===== src/rtl/fnn_pkg.sv =====
// Shared FNN definitions: serializer FSM state encoding and common widths.
package fnn_pkg;

  typedef enum logic {SER_IDLE, SER_SHIFT} ser_state_t;

  localparam int unsigned DATA_WIDTH_DEFAULT = 16;
  localparam int unsigned FRAME_CNT_W        = 16;

endpackage


===== src/rtl/layer_out_serializer.sv =====
// Captures one layer's parallel neuron outputs and streams them word 0 first, one per cycle.
// Optional `LAYER_SER_STATS_EN builds a saturating accepted-frame counter on frame_count.
module layer_out_serializer
  import fnn_pkg::*;
#(
  parameter int unsigned NUM_NEURONS = 4,
  parameter int unsigned DATA_WIDTH  = DATA_WIDTH_DEFAULT
) (
  input  logic                              clk,
  input  logic                              rst,
  input  logic [NUM_NEURONS*DATA_WIDTH-1:0] neuron_out,
  input  logic [NUM_NEURONS-1:0]            neuron_valid,
  output logic [DATA_WIDTH-1:0]             ser_data,
  output logic                              ser_valid,
  output logic                              busy,
  output logic                              overrun,
  output logic                              sync_err,
  output logic [FRAME_CNT_W-1:0]            frame_count
);

  localparam int unsigned CW = $clog2(NUM_NEURONS) + 1;
  localparam logic [CW-1:0] LAST = CW'(NUM_NEURONS - 1);

  ser_state_t                        state_q, state_n;
  logic [CW-1:0]                     cnt_q, cnt_n;
  logic [NUM_NEURONS*DATA_WIDTH-1:0] frame_buf_q, frame_buf_n;
  logic [DATA_WIDTH-1:0]             ser_data_q, ser_data_n;
  logic                              ser_valid_q, ser_valid_n;
  logic                              overrun_q, overrun_n;
  logic                              sync_err_q, sync_err_n;
  logic [DATA_WIDTH-1:0]             cur_word;
  logic                              capture, partial;

  assign capture = &neuron_valid;
  assign partial = (|neuron_valid) & ~(&neuron_valid);

  always_comb begin
    cur_word = '0;
    for (int unsigned i = 0; i < NUM_NEURONS; i++) begin
      if (cnt_q == CW'(i)) cur_word = frame_buf_q[i*DATA_WIDTH +: DATA_WIDTH];
    end
  end

  always_comb begin
    state_n     = state_q;
    cnt_n       = cnt_q;
    frame_buf_n = frame_buf_q;
    ser_data_n  = ser_data_q;
    ser_valid_n = 1'b0;
    overrun_n   = overrun_q | (capture & (state_q == SER_SHIFT));
    sync_err_n  = sync_err_q | partial;
    case (state_q)
      SER_IDLE: begin
        if (capture) begin
          frame_buf_n = neuron_out;
          ser_data_n  = neuron_out[DATA_WIDTH-1:0];
          ser_valid_n = 1'b1;
          cnt_n       = CW'(1);
          if (NUM_NEURONS > 1) state_n = SER_SHIFT;
        end
      end
      SER_SHIFT: begin
        ser_data_n  = cur_word;
        ser_valid_n = 1'b1;
        if (cnt_q == LAST) begin
          state_n = SER_IDLE;
          cnt_n   = '0;
        end else begin
          cnt_n = cnt_q + CW'(1);
        end
      end
      default: state_n = SER_IDLE;
    endcase
  end

  always_ff @(posedge clk) begin
    if (rst) begin
      state_q     <= SER_IDLE;
      cnt_q       <= '0;
      frame_buf_q <= '0;
      ser_data_q  <= '0;
      ser_valid_q <= 1'b0;
      overrun_q   <= 1'b0;
      sync_err_q  <= 1'b0;
    end else begin
      state_q     <= state_n;
      cnt_q       <= cnt_n;
      frame_buf_q <= frame_buf_n;
      ser_data_q  <= ser_data_n;
      ser_valid_q <= ser_valid_n;
      overrun_q   <= overrun_n;
      sync_err_q  <= sync_err_n;
    end
  end

  assign ser_data  = ser_data_q;
  assign ser_valid = ser_valid_q;
  assign busy      = (state_q == SER_SHIFT);
  assign overrun   = overrun_q;
  assign sync_err  = sync_err_q;

`ifdef LAYER_SER_STATS_EN
  logic [FRAME_CNT_W-1:0] frame_cnt_q;

  // Counts only captures accepted in IDLE; saturates rather than wrapping.
  always_ff @(posedge clk) begin
    if (rst) begin
      frame_cnt_q <= '0;
    end else if (capture && (state_q == SER_IDLE) && (frame_cnt_q != '1)) begin
      frame_cnt_q <= frame_cnt_q + FRAME_CNT_W'(1);
    end
  end

  assign frame_count = frame_cnt_q;
`else
  assign frame_count = '0;
`endif

endmodule


===== config.mk =====
export PLATFORM = sky130hd
export DESIGN_NAME = layer_out_serializer
export DESIGN_NICKNAME = d
export VERILOG_FILES = /design/src/rtl/fnn_pkg.sv /design/src/rtl/layer_out_serializer.sv
export SDC_FILE = /design/constraint.sdc
export NUM_CORES = 1
export LEC_CHECK = 0
export BUFFER_PORTS_ARGS = -buffer_cell sky130_fd_sc_hd__clkbuf_2
export CORE_ASPECT_RATIO = 0.8
export CORE_MARGIN = 1.5
export CORE_UTILIZATION = 50
export DETAILED_ROUTE_END_ITERATION = 10
export HOLD_SLACK_MARGIN = 0.08
export PLACE_DENSITY = 0.76
export SYNTH_ARGS = -nofsm -noshare
export SYNTH_HDL_FRONTEND = slang
export SYNTH_SLANG_ARGS = --single-unit

===== constraint.sdc =====
create_clock -name clk -period 4.13 [get_ports clk]
set_clock_uncertainty 0.1 [all_clocks]
set_input_delay 0.826 -clock clk [delete_from_list [all_inputs] [get_ports clk]]
set_output_delay 0.826 -clock clk [all_outputs]
set_load 0.005 [all_outputs]

==> reports/metrics.csv, run 1 <==
stage,metric,value,unit
placement,dpl ws,1.27,ns
route,Detail Route Antenna Nets,0,
clocking,TritonCTS Sinks,87,
finish,Layout area overhead,12.3,%
finish,layout cells sized above 1,0.225,
finish,design area,4480,um^2
clocking,# H-tree levels,3,
pwr,Worst IR Drop VDD,164,uV
die,Die Wd,103,um
finish,"commonest non-fill, non-tap cell in the layout",clkbuf_2,
clocking,Root Driver,clkbuf_8,
worst_setup_path,worst path required time,4.29,ns
timing,worst-case hold slack,0.377,ns
timing,period utilization,0.641,
placement,routability cong.,0.869,
grt,vias in the first global route,3312,
finish,most frequent cells in the layout,"89 x clkbuf_2, 86 x dfxtp_1, 71 x o21ai_0",
clocking,Clock Pin Slew Worst Setup and Hold Paths,0.09,ns
route,DRC viols,0,
die,Ports,106,
yosys,Yosys cell types,31,
yosys,Yosys warnings,0,
worst_setup_path,r2r setup slk,1.48,ns
timing,unrepaired setup endpoints after global routing,false,
route,Routed wire per std cell,16.4,um
yosys,Post-Syn Area,3990,um^2
yosys,post-synthesis sequential area ratio,0.436,
route,M1 WL,5090,um
die,Rows,28,
placement,Placed Cells,623,
worst_setup_path,cell chain of the critical path,"inv_1, ha_1, nor2b_1, a221oi_1, o221ai_1",
placement,Post-DP Area,4280,um^2
grt,Overflow after GRT,0,
route,final wirelength,10500,um
clocking,CTS tree,built,
route,WL met2,4490,um
run,Max-cap violations,0,
timing,minimum clock period,2.65,ns
worst_setup_path,critical path arrival,2.81,ns
timing,actual slew at the worst max-slew pin,1.21,ns
worst_hold_path,min-delay worst type,reg -> reg,
die,Die H,82.9,um
timing,Max Clk Rate,0.378,GHz
die,core region area,7570,um^2
worst_setup_path,critical path's largest stage delay,1.02,ns
worst_setup_path,Worst setup SP type,flip-flop,
grt,gr usage total,0.244,
yosys,Mapped Cells,478,
grt,first-pass GRT wire length,16700,um
timing,slew margin rel.,0.191,
finish,Final nets,603,
finish,ant diodes,0,
pwr,P_leak,1.60,nW
placement,I/O Buffers,89,
route,via count,3802,
die,die area,8530,um^2
die,Initial Util,0.527,
clocking,CTS resizes,0,
route,WL met3,782,um
pwr,pwr/cell area,361,nW/um^2
finish,fin util,0.592,
pwr,total power,1.62,mW
route,Starting DRT DRC Count,301,
grt,largest net degree at the start of global routing,84,
timing,final worst setup slack,1.48,ns
timing,setup_tns,0,ns
clocking,hold buffer count at CTS,0,
clocking,TritonCTS Buffers,9,
placement,detailed placer's ending HPWL,6970,um
worst_setup_path,Crit. End Element,flip-flop,
yosys,Synth Register Bits,87,
route,via density per instance,5.95,
worst_setup_path,critical path type,reg -> reg,
timing,Final setup viols,0,
timing,final hold violation count,0,
clocking,Clock Latency Late Sink,0.35,ns
clocking,clk buf depth,2,
route,drt first pass iters,5,
route,uppermost layer routed,met4,
finish,final non-filler cell total,639,
timing,"Slew Viols, Final",0,
grt,initial antenna violation count,0,
clocking,"Setup Fix Bufs, Post-CTS",0,
worst_setup_path,"Max FO, Critical Path",17,
status,status,completed,
finish,Filler cells,691,
worst_setup_path,Worst path slowest cell,nor2b_1,
yosys,Synth Area per Inst,8.35,um^2
cells in the mapped netlist, drive strengths merged:
master,count,area [um^2]
dfxtp,87,1740
o21ai,81,405
a21oi,68,340
nand3,67,335
buf,47,320
clkbuf,23,86.3
nor2b,17,106
a221oi,16,146
a22oi,16,125
nand2,16,60.1
o221ai,16,146
nor2,6,30.0
inv,5,18.8
ha,4,50.1
a2111oi,1,8.76
and3b,1,8.76
and4,1,8.76
conb,1,3.75
nand2b,1,6.26
nand4,1,6.26
nor3,1,5.00
nor4b,1,23.8
or4,1,7.51
state kept, by name, summed over array words and instances, names as in the netlist:
| name | count |
|---|---|
| ser_data | 16 |
| cnt_q | 3 |
| ser_valid | 1 |
| frame_buf_q | 64 |
| overrun | 1 |
| sync_err | 1 |
| busy | 1 |
logic make-up after synthesis:
family | after synthesis | synth area share
adders and majority gates | 4 | 0.0125
DFF | 87 | 0.436
other | 1 | 0.000940
buffers and inverters | 75 | 0.107
and+or+nand+nor | 113 | 0.150
AOI/OAI and AO/OA | 198 | 0.294
layer usage:
| metal | track usage | vias up |
|---|---|---|
| li1 | - | 1819 |
| met1 | 0.393 | 1807 |
| met2 | 0.326 | 161 |
| met3 | 0.0513 | 15 |
| met4 | 0.0602 | 0 |
| met5 | 0 | - |
worst max-delay path: cells and delay by family, from the launching register on:
family                     cells  cell delay (ns)
AOI/OAI and AO/OA              2             0.57
adders and majority gates      1             0.42
and+or+nand+nor                1             1.02
DFF                            1             0.38
buffers and inverters          1             0.08
report_power, final:
part	internal (mW)	switching (mW)
logic	0.0549	0.0909
clock network	0.298	0.305
registers	0.857	0.0135
area by class of cell:
| class | instances | area (um^2) | share of cell area |
|---|---|---|---|
| multi-input cells | 331 | 1880 | 0.420 |
| inverters | 5 | 18.8 | 0.00419 |
| repair buffers | 95 | 503 | 0.112 |
| flip-flops and latches | 87 | 1740 | 0.389 |
| clock buffers | 10 | 138 | 0.0307 |
| clock inverters | 6 | 67.6 | 0.0151 |
| well taps | 105 | 131 | 0.0293 |
final timing paths:
| path | startpoint | end | depth (start not counted) |
|---|---|---|---|
| hold / removal | overrun | overrun | 2 |
| hold reg to reg | overrun | overrun | 2 |
| setup / recovery | cnt_q[1] | ser_data[3] | 5 |
| setup reg to reg | cnt_q[1] | ser_data[3] | 5 |
Power figures use the tool's default switching activity.
==> inputs of run 2 (changes only) <==
ABC_AREA = 1   (was unset)
CORE_UTILIZATION = 47   (was 50)
PLACE_DENSITY = 0.75   (was 0.76)
clock period = 2.2 ns   (was 4.13 ns; I/O delays follow)
==> reports/metrics.csv, run 2 <==
stage,metric,value,unit
status,status,completed,
yosys,Synth area leaders,"dfxtp_1 44%, nor2_1 14%, nand2_1 9.6%, nand3_1 8.0%, o21ai_0 6.3%",
yosys,Yosys top cell area share,0.436,
finish,Final nets,729,
route,Routed wire per std cell,13.2,um
worst_setup_path,Worst setup SP type,flip-flop,
finish,most frequent cells in the layout,"149 x nor2_1, 102 x nand2_1, 89 x clkbuf_2",
clocking,TritonCTS Sinks,87,
clocking,hold buffer count at CTS,0,
worst_setup_path,worst path required time,2.39,ns
finish,Multi-input gate area,1910,um^2
worst_setup_path,r2r setup slk,0.38,ns
timing,"Slew Viols, Final",0,
finish,Top reg by flops,frame_buf_q,
timing,minimum clock period,1.82,ns
worst_setup_path,"Max FO, Critical Path",23,
timing,Final setup viols,0,
yosys,"EDFF count, synth",0,
route,Starting DRT DRC Count,177,
clocking,Clock Latency Late Sink,0.36,ns
yosys,Synth Area per Inst,6.85,um^2
pwr,total power,3.26,mW
die,Ports,106,
timing,unrepaired setup endpoints after global routing,false,
placement,Post-DP Area,4410,um^2
worst_setup_path,Critical path buffers and inverters,2,
clocking,CTS tree,built,
grt,largest net degree at the start of global routing,38,
finish,Largest register FFs,64,
timing,final worst setup slack,0.377,ns
yosys,asr flop ratio synth,0,
worst_hold_path,hold path depth,3,
finish,Layout area overhead,16.3,%
yosys,Mapped Cells,583,
yosys,most area-hungry cell type in the Yosys netlist,dfxtp_1,
route,via density per instance,5.03,
yosys,cell with the most instances after synthesis,nor2_1,
worst_setup_path,critical path's largest stage delay,0.44,ns
yosys,Synth Register Bits,87,
grt,Overflow after GRT,0,
yosys,Post-Syn Area,4000,um^2
yosys,mux contribution to synthesized area,0,
clocking,# H-tree levels,3,
clocking,Clock Pin Slew Worst Setup and Hold Paths,0.08,ns
die,die area,9070,um^2
pwr,Worst IR Drop VDD,427,uV
timing,period utilization,0.829,
clocking,clk buf depth,2,
worst_setup_path,critical path type,reg -> reg,
clocking,Root Driver,clkbuf_8,
worst_setup_path,Worst path slowest cell,dfxtp_1,
clocking,"Setup Fix Bufs, Post-CTS",0,
route,DRC viols,0,
yosys,Yosys warnings,0,
worst_setup_path,cell chain of the critical path,"inv_2, buf_4, nor2_4, nand2_1, nand3_1, nor2_1, nor2_1",
yosys,post-synthesis adder-cell area fraction,0.0125,
pwr,P_leak,2.05,nW
worst_setup_path,R2R cell count,7,
route,Detail Route Antenna Nets,0,
grt,initial antenna violation count,0,
die,Die Wd,106,um
yosys,Simple-Gate Fraction of Synth Area,0.340,
finish,layout cells sized above 1,0.189,
worst_hold_path,min-delay worst type,in -> reg,
die,Initial Util,0.494,
route,via count,3866,
clocking,TritonCTS Buffers,9,
yosys,Synth Area in XOR/XNOR,0,
timing,Max Clk Rate,0.549,GHz
worst_setup_path,"Largest delay share family, worst path",simple AND/OR/NAND/NOR gates,
die,Rows,29,
finish,Storage cell area,1740,um^2
worst_setup_path,cell mode on critical path,nor2_1,
grt,first-pass GRT wire length,16600,um
yosys,Synth Flop Type,dfxtp_1,
placement,I/O Buffers,89,
worst_setup_path,critical path arrival,2.01,ns
worst_setup_path,number of cells on the critical path,7,
placement,detailed placer's ending HPWL,7260,um
grt,vias in the first global route,3644,
pwr,pwr/cell area,702,nW/um^2
timing,setup_tns,0,ns
worst_setup_path,Crit. End Element,flip-flop,
yosys,main combinational cell family by area after synthesis,simple AND/OR/NAND/NOR gates,
route,drt first pass iters,5,
yosys,Yosys cell types,21,
finish,"commonest non-fill, non-tap cell in the layout",nor2_1,
route,final wirelength,10100,um
timing,final hold violation count,0,
clocking,CTS resizes,0,
die,Die H,85.5,um
placement,routability cong.,0.865,
timing,actual slew at the worst max-slew pin,0.626,ns
finish,design area,4650,um^2
placement,dpl ws,0.301,ns
finish,ant diodes,0,
run,Max-cap violations,0,
yosys,post-synthesis compound-gate area fraction,0.110,
yosys,Commonest cells post-synth,"149 x nor2_1, 102 x nand2_1, 87 x dfxtp_1",
finish,Filler cells,781,
die,core region area,8090,um^2
timing,slew margin rel.,0.582,
yosys,post-synthesis sequential area ratio,0.436,
grt,gr usage total,0.233,
==> run 2: final timing paths <==
path,from,to
min,neuron_out[50],frame_buf_q[50]
min reg2reg,frame_buf_q[44],frame_buf_q[44]
max,busy,ser_data[0]
max reg2reg,busy,ser_data[0]
==> run 2: stage by stage <==
stage / hold WS [ns] / util / instances
2_1_floorplan: 0.330 / - / 598
3_3_place_gp: 0.342 / 0.545 / 752
3_5_place_dp: 0.349 / 0.545 / 752
4_1_cts: 0.206 / 0.574 / 768
5_1_grt: 0.229 / 0.574 / 768
6_report: 0.228 / 0.574 / 768
==> run 2: per-layer routing <==
layer,up-vias,global-route usage,part of all wire
met3,17,0.0591,0.060
met5,-,0,0
met4,0,0.0946,0.018
met1,1763,0.280,0.45
li1,1966,-,-
met2,120,0.400,0.48
==> run 2: tightest hold or removal path, cell delays in order <==
cell and delay, ns:
clkbuf_2 0.07, o21ai_0 0.07, nor2_1 0.07
==> run 2: kinds of logic (layout without fill, tap and decap cells) <==
group | count (synthesis) | count (layout)
adder cells (fa/ha/maj) | 4 | 4
AO/OA/AOI/OAI | 87 | 87
other | 1 | 16
flip-flops | 87 | 87
AND/OR/NAND/NOR | 325 | 325
buffers and inverters | 79 | 141
==> run 2: layout make-up <==
cell class | count | area share
Clock buffer | 13 | 0.0320
Clock inverter | 3 | 0.0194
Inverter | 29 | 0.0242
Multi-Input combinational cell | 432 | 0.410
Sequential cell | 87 | 0.375
Tap cell | 108 | 0.0291
Timing Repair Buffer | 96 | 0.110
==> run 2: power breakdown <==
group	internal (mW)	total (mW)	switching (mW)	leakage, nW
Combinational	0.113	0.289	0.176	1.23
Clock	0.788	1.33	0.541	0.118
Sequential	1.62	1.64	0.0236	0.706
Total	2.52	3.26	0.741	2.05
==> inputs of run 3 (changes only) <==
clock period = 1.65 ns   (was 2.2 ns; I/O delays follow)
==> reports/metrics.csv, run 3 (synthesized netlist as in run 2, its figures left out) <==
stage,metric,value,unit
die,die area,9070,um^2
status,status,completed,
grt,vias in the first global route,3698,
clocking,Root Driver,clkbuf_8,
finish,ant diodes,0,
route,Starting DRT DRC Count,195,
pwr,pwr/cell area,888,nW/um^2
worst_setup_path,Worst setup SP type,flip-flop,
clocking,Clock Pin Slew Worst Setup and Hold Paths,0.09,ns
route,drt first pass iters,4,
finish,Layout area overhead,18.5,%
clocking,clk buf depth,2,
die,Rows,29,
placement,dpl ws,0.0514,ns
worst_setup_path,critical path type,reg -> reg,
pwr,total power,4.20,mW
clocking,TritonCTS Sinks,87,
route,Routed wire per std cell,13.4,um
timing,final worst setup slack,0.0656,ns
die,Die Wd,106,um
worst_hold_path,min-delay worst type,in -> reg,
run,Max-cap violations,0,
clocking,hold buffer count at CTS,0,
placement,routability cong.,0.867,
timing,minimum clock period,1.58,ns
worst_setup_path,r2r setup slk,0.07,ns
clocking,# H-tree levels,3,
worst_setup_path,"Max FO, Critical Path",16,
grt,first-pass GRT wire length,16700,um
timing,"Slew Viols, Final",0,
die,core region area,8090,um^2
clocking,TritonCTS Buffers,9,
finish,Top reg by flops,frame_buf_q,
worst_hold_path,worst hold start,neuron_out[31],
worst_hold_path,WHS Endpoint,frame_buf_q[31],
grt,largest net degree at the start of global routing,51,
pwr,Worst IR Drop VDD,531,uV
worst_hold_path,hold path depth,3,
timing,worst-case hold slack,0.106,ns
worst_setup_path,reg-to-reg critical path startpoint,cnt_q[0],
clocking,CTS resizes,0,
die,Die H,85.5,um
worst_setup_path,R2R cell count,9,
worst_setup_path,worst path required time,1.85,ns
route,via density per instance,5.07,
die,Ports,106,
clocking,"Setup Fix Bufs, Post-CTS",0,
timing,Final setup viols,0,
finish,Final nets,737,
clocking,CTS tree,built,
grt,initial antenna violation count,0,
timing,final hold violation count,0,
finish,layout cells sized above 1,0.205,
die,Initial Util,0.494,
worst_setup_path,Crit. End Element,flip-flop,
grt,gr usage total,0.234,
route,final wirelength,10400,um
timing,setup_tns,0,ns
route,via count,3932,
finish,"commonest non-fill, non-tap cell in the layout",nor2_1,
route,DRC viols,0,
clocking,Clock Latency Late Sink,0.36,ns
pwr,P_leak,2.09,nW
worst_setup_path,critical path arrival,1.79,ns
finish,most frequent cells in the layout,"149 x nor2_1, 102 x nand2_1, 89 x clkbuf_2",
worst_setup_path,worst r2r dst,ser_data[5],
finish,Largest register FFs,64,
timing,period utilization,0.960,
placement,detailed placer's ending HPWL,7380,um
placement,I/O Buffers,89,
route,Detail Route Antenna Nets,0,
grt,Overflow after GRT,0,
timing,Max Clk Rate,0.631,GHz
run 3: through the flow:
stage | util | instances | instance area (um^2)
global placement | 0.557 | 760 | 4500
CTS | 0.583 | 776 | 4720
detailed placement | 0.557 | 760 | 4500
finish | 0.585 | 776 | 4730
global route | 0.585 | 776 | 4730
floorplan | - | 598 | 4050
run 3: where the power goes:
| group | switching, mW | internal, mW |
|---|---|---|
| combinational | 0.241 | 0.161 |
| sequential | 0.0331 | 2.16 |
| clock | 0.758 | 0.848 |
run 3: how the worst max path moves through the flow:
| stage | slack [ns] | to | from |
|---|---|---|---|
| 6_report | 0.07 | ser_data[5] | cnt_q[0] |
| 5_1_grt | -0.03 | ser_data[9] | cnt_q[0] |
| 4_1_cts | 0.02 | ser_data[6] | cnt_q[0] |
| 3_5_place_dp | 0.05 | ser_data[9] | cnt_q[0] |
| 3_3_place_gp | 0.10 | ser_data[3] | cnt_q[1] |
| 2_1_floorplan | 0.15 | ser_data[10] | cnt_q[1] |
run 3: worst max-delay path, stage by stage, from the launching register on:
cell	delay (ns)
dfxtp_2	0.38
inv_1	0.08
ha_1	0.25
nand2_4	0.14
inv_4	0.10
nand2_1	0.08
nand2_1	0.06
nor2_1	0.18
nor2_1	0.07
nor2_1	0.07
run 3: area by class of cell:
class | count | area (um^2)
clock buffers | 10 | 128
clock inverters | 6 | 85.1
fillers | 788 | 3360
inverters | 29 | 119
multi-input cells | 432 | 1910
flip-flops and latches | 87 | 1740
well taps | 108 | 135
repair buffers | 104 | 612
run 3: routing by layer:
metal / GRT usage / vias to the layer above / routed length [um]
li1: - / 1980 / -
met1: 0.291 / 1823 / 4690
met4: 0.0663 / 0 / 118
met3: 0.0484 / 11 / 532
met5: 0 / - / 0
met2: 0.410 / 118 / 5040
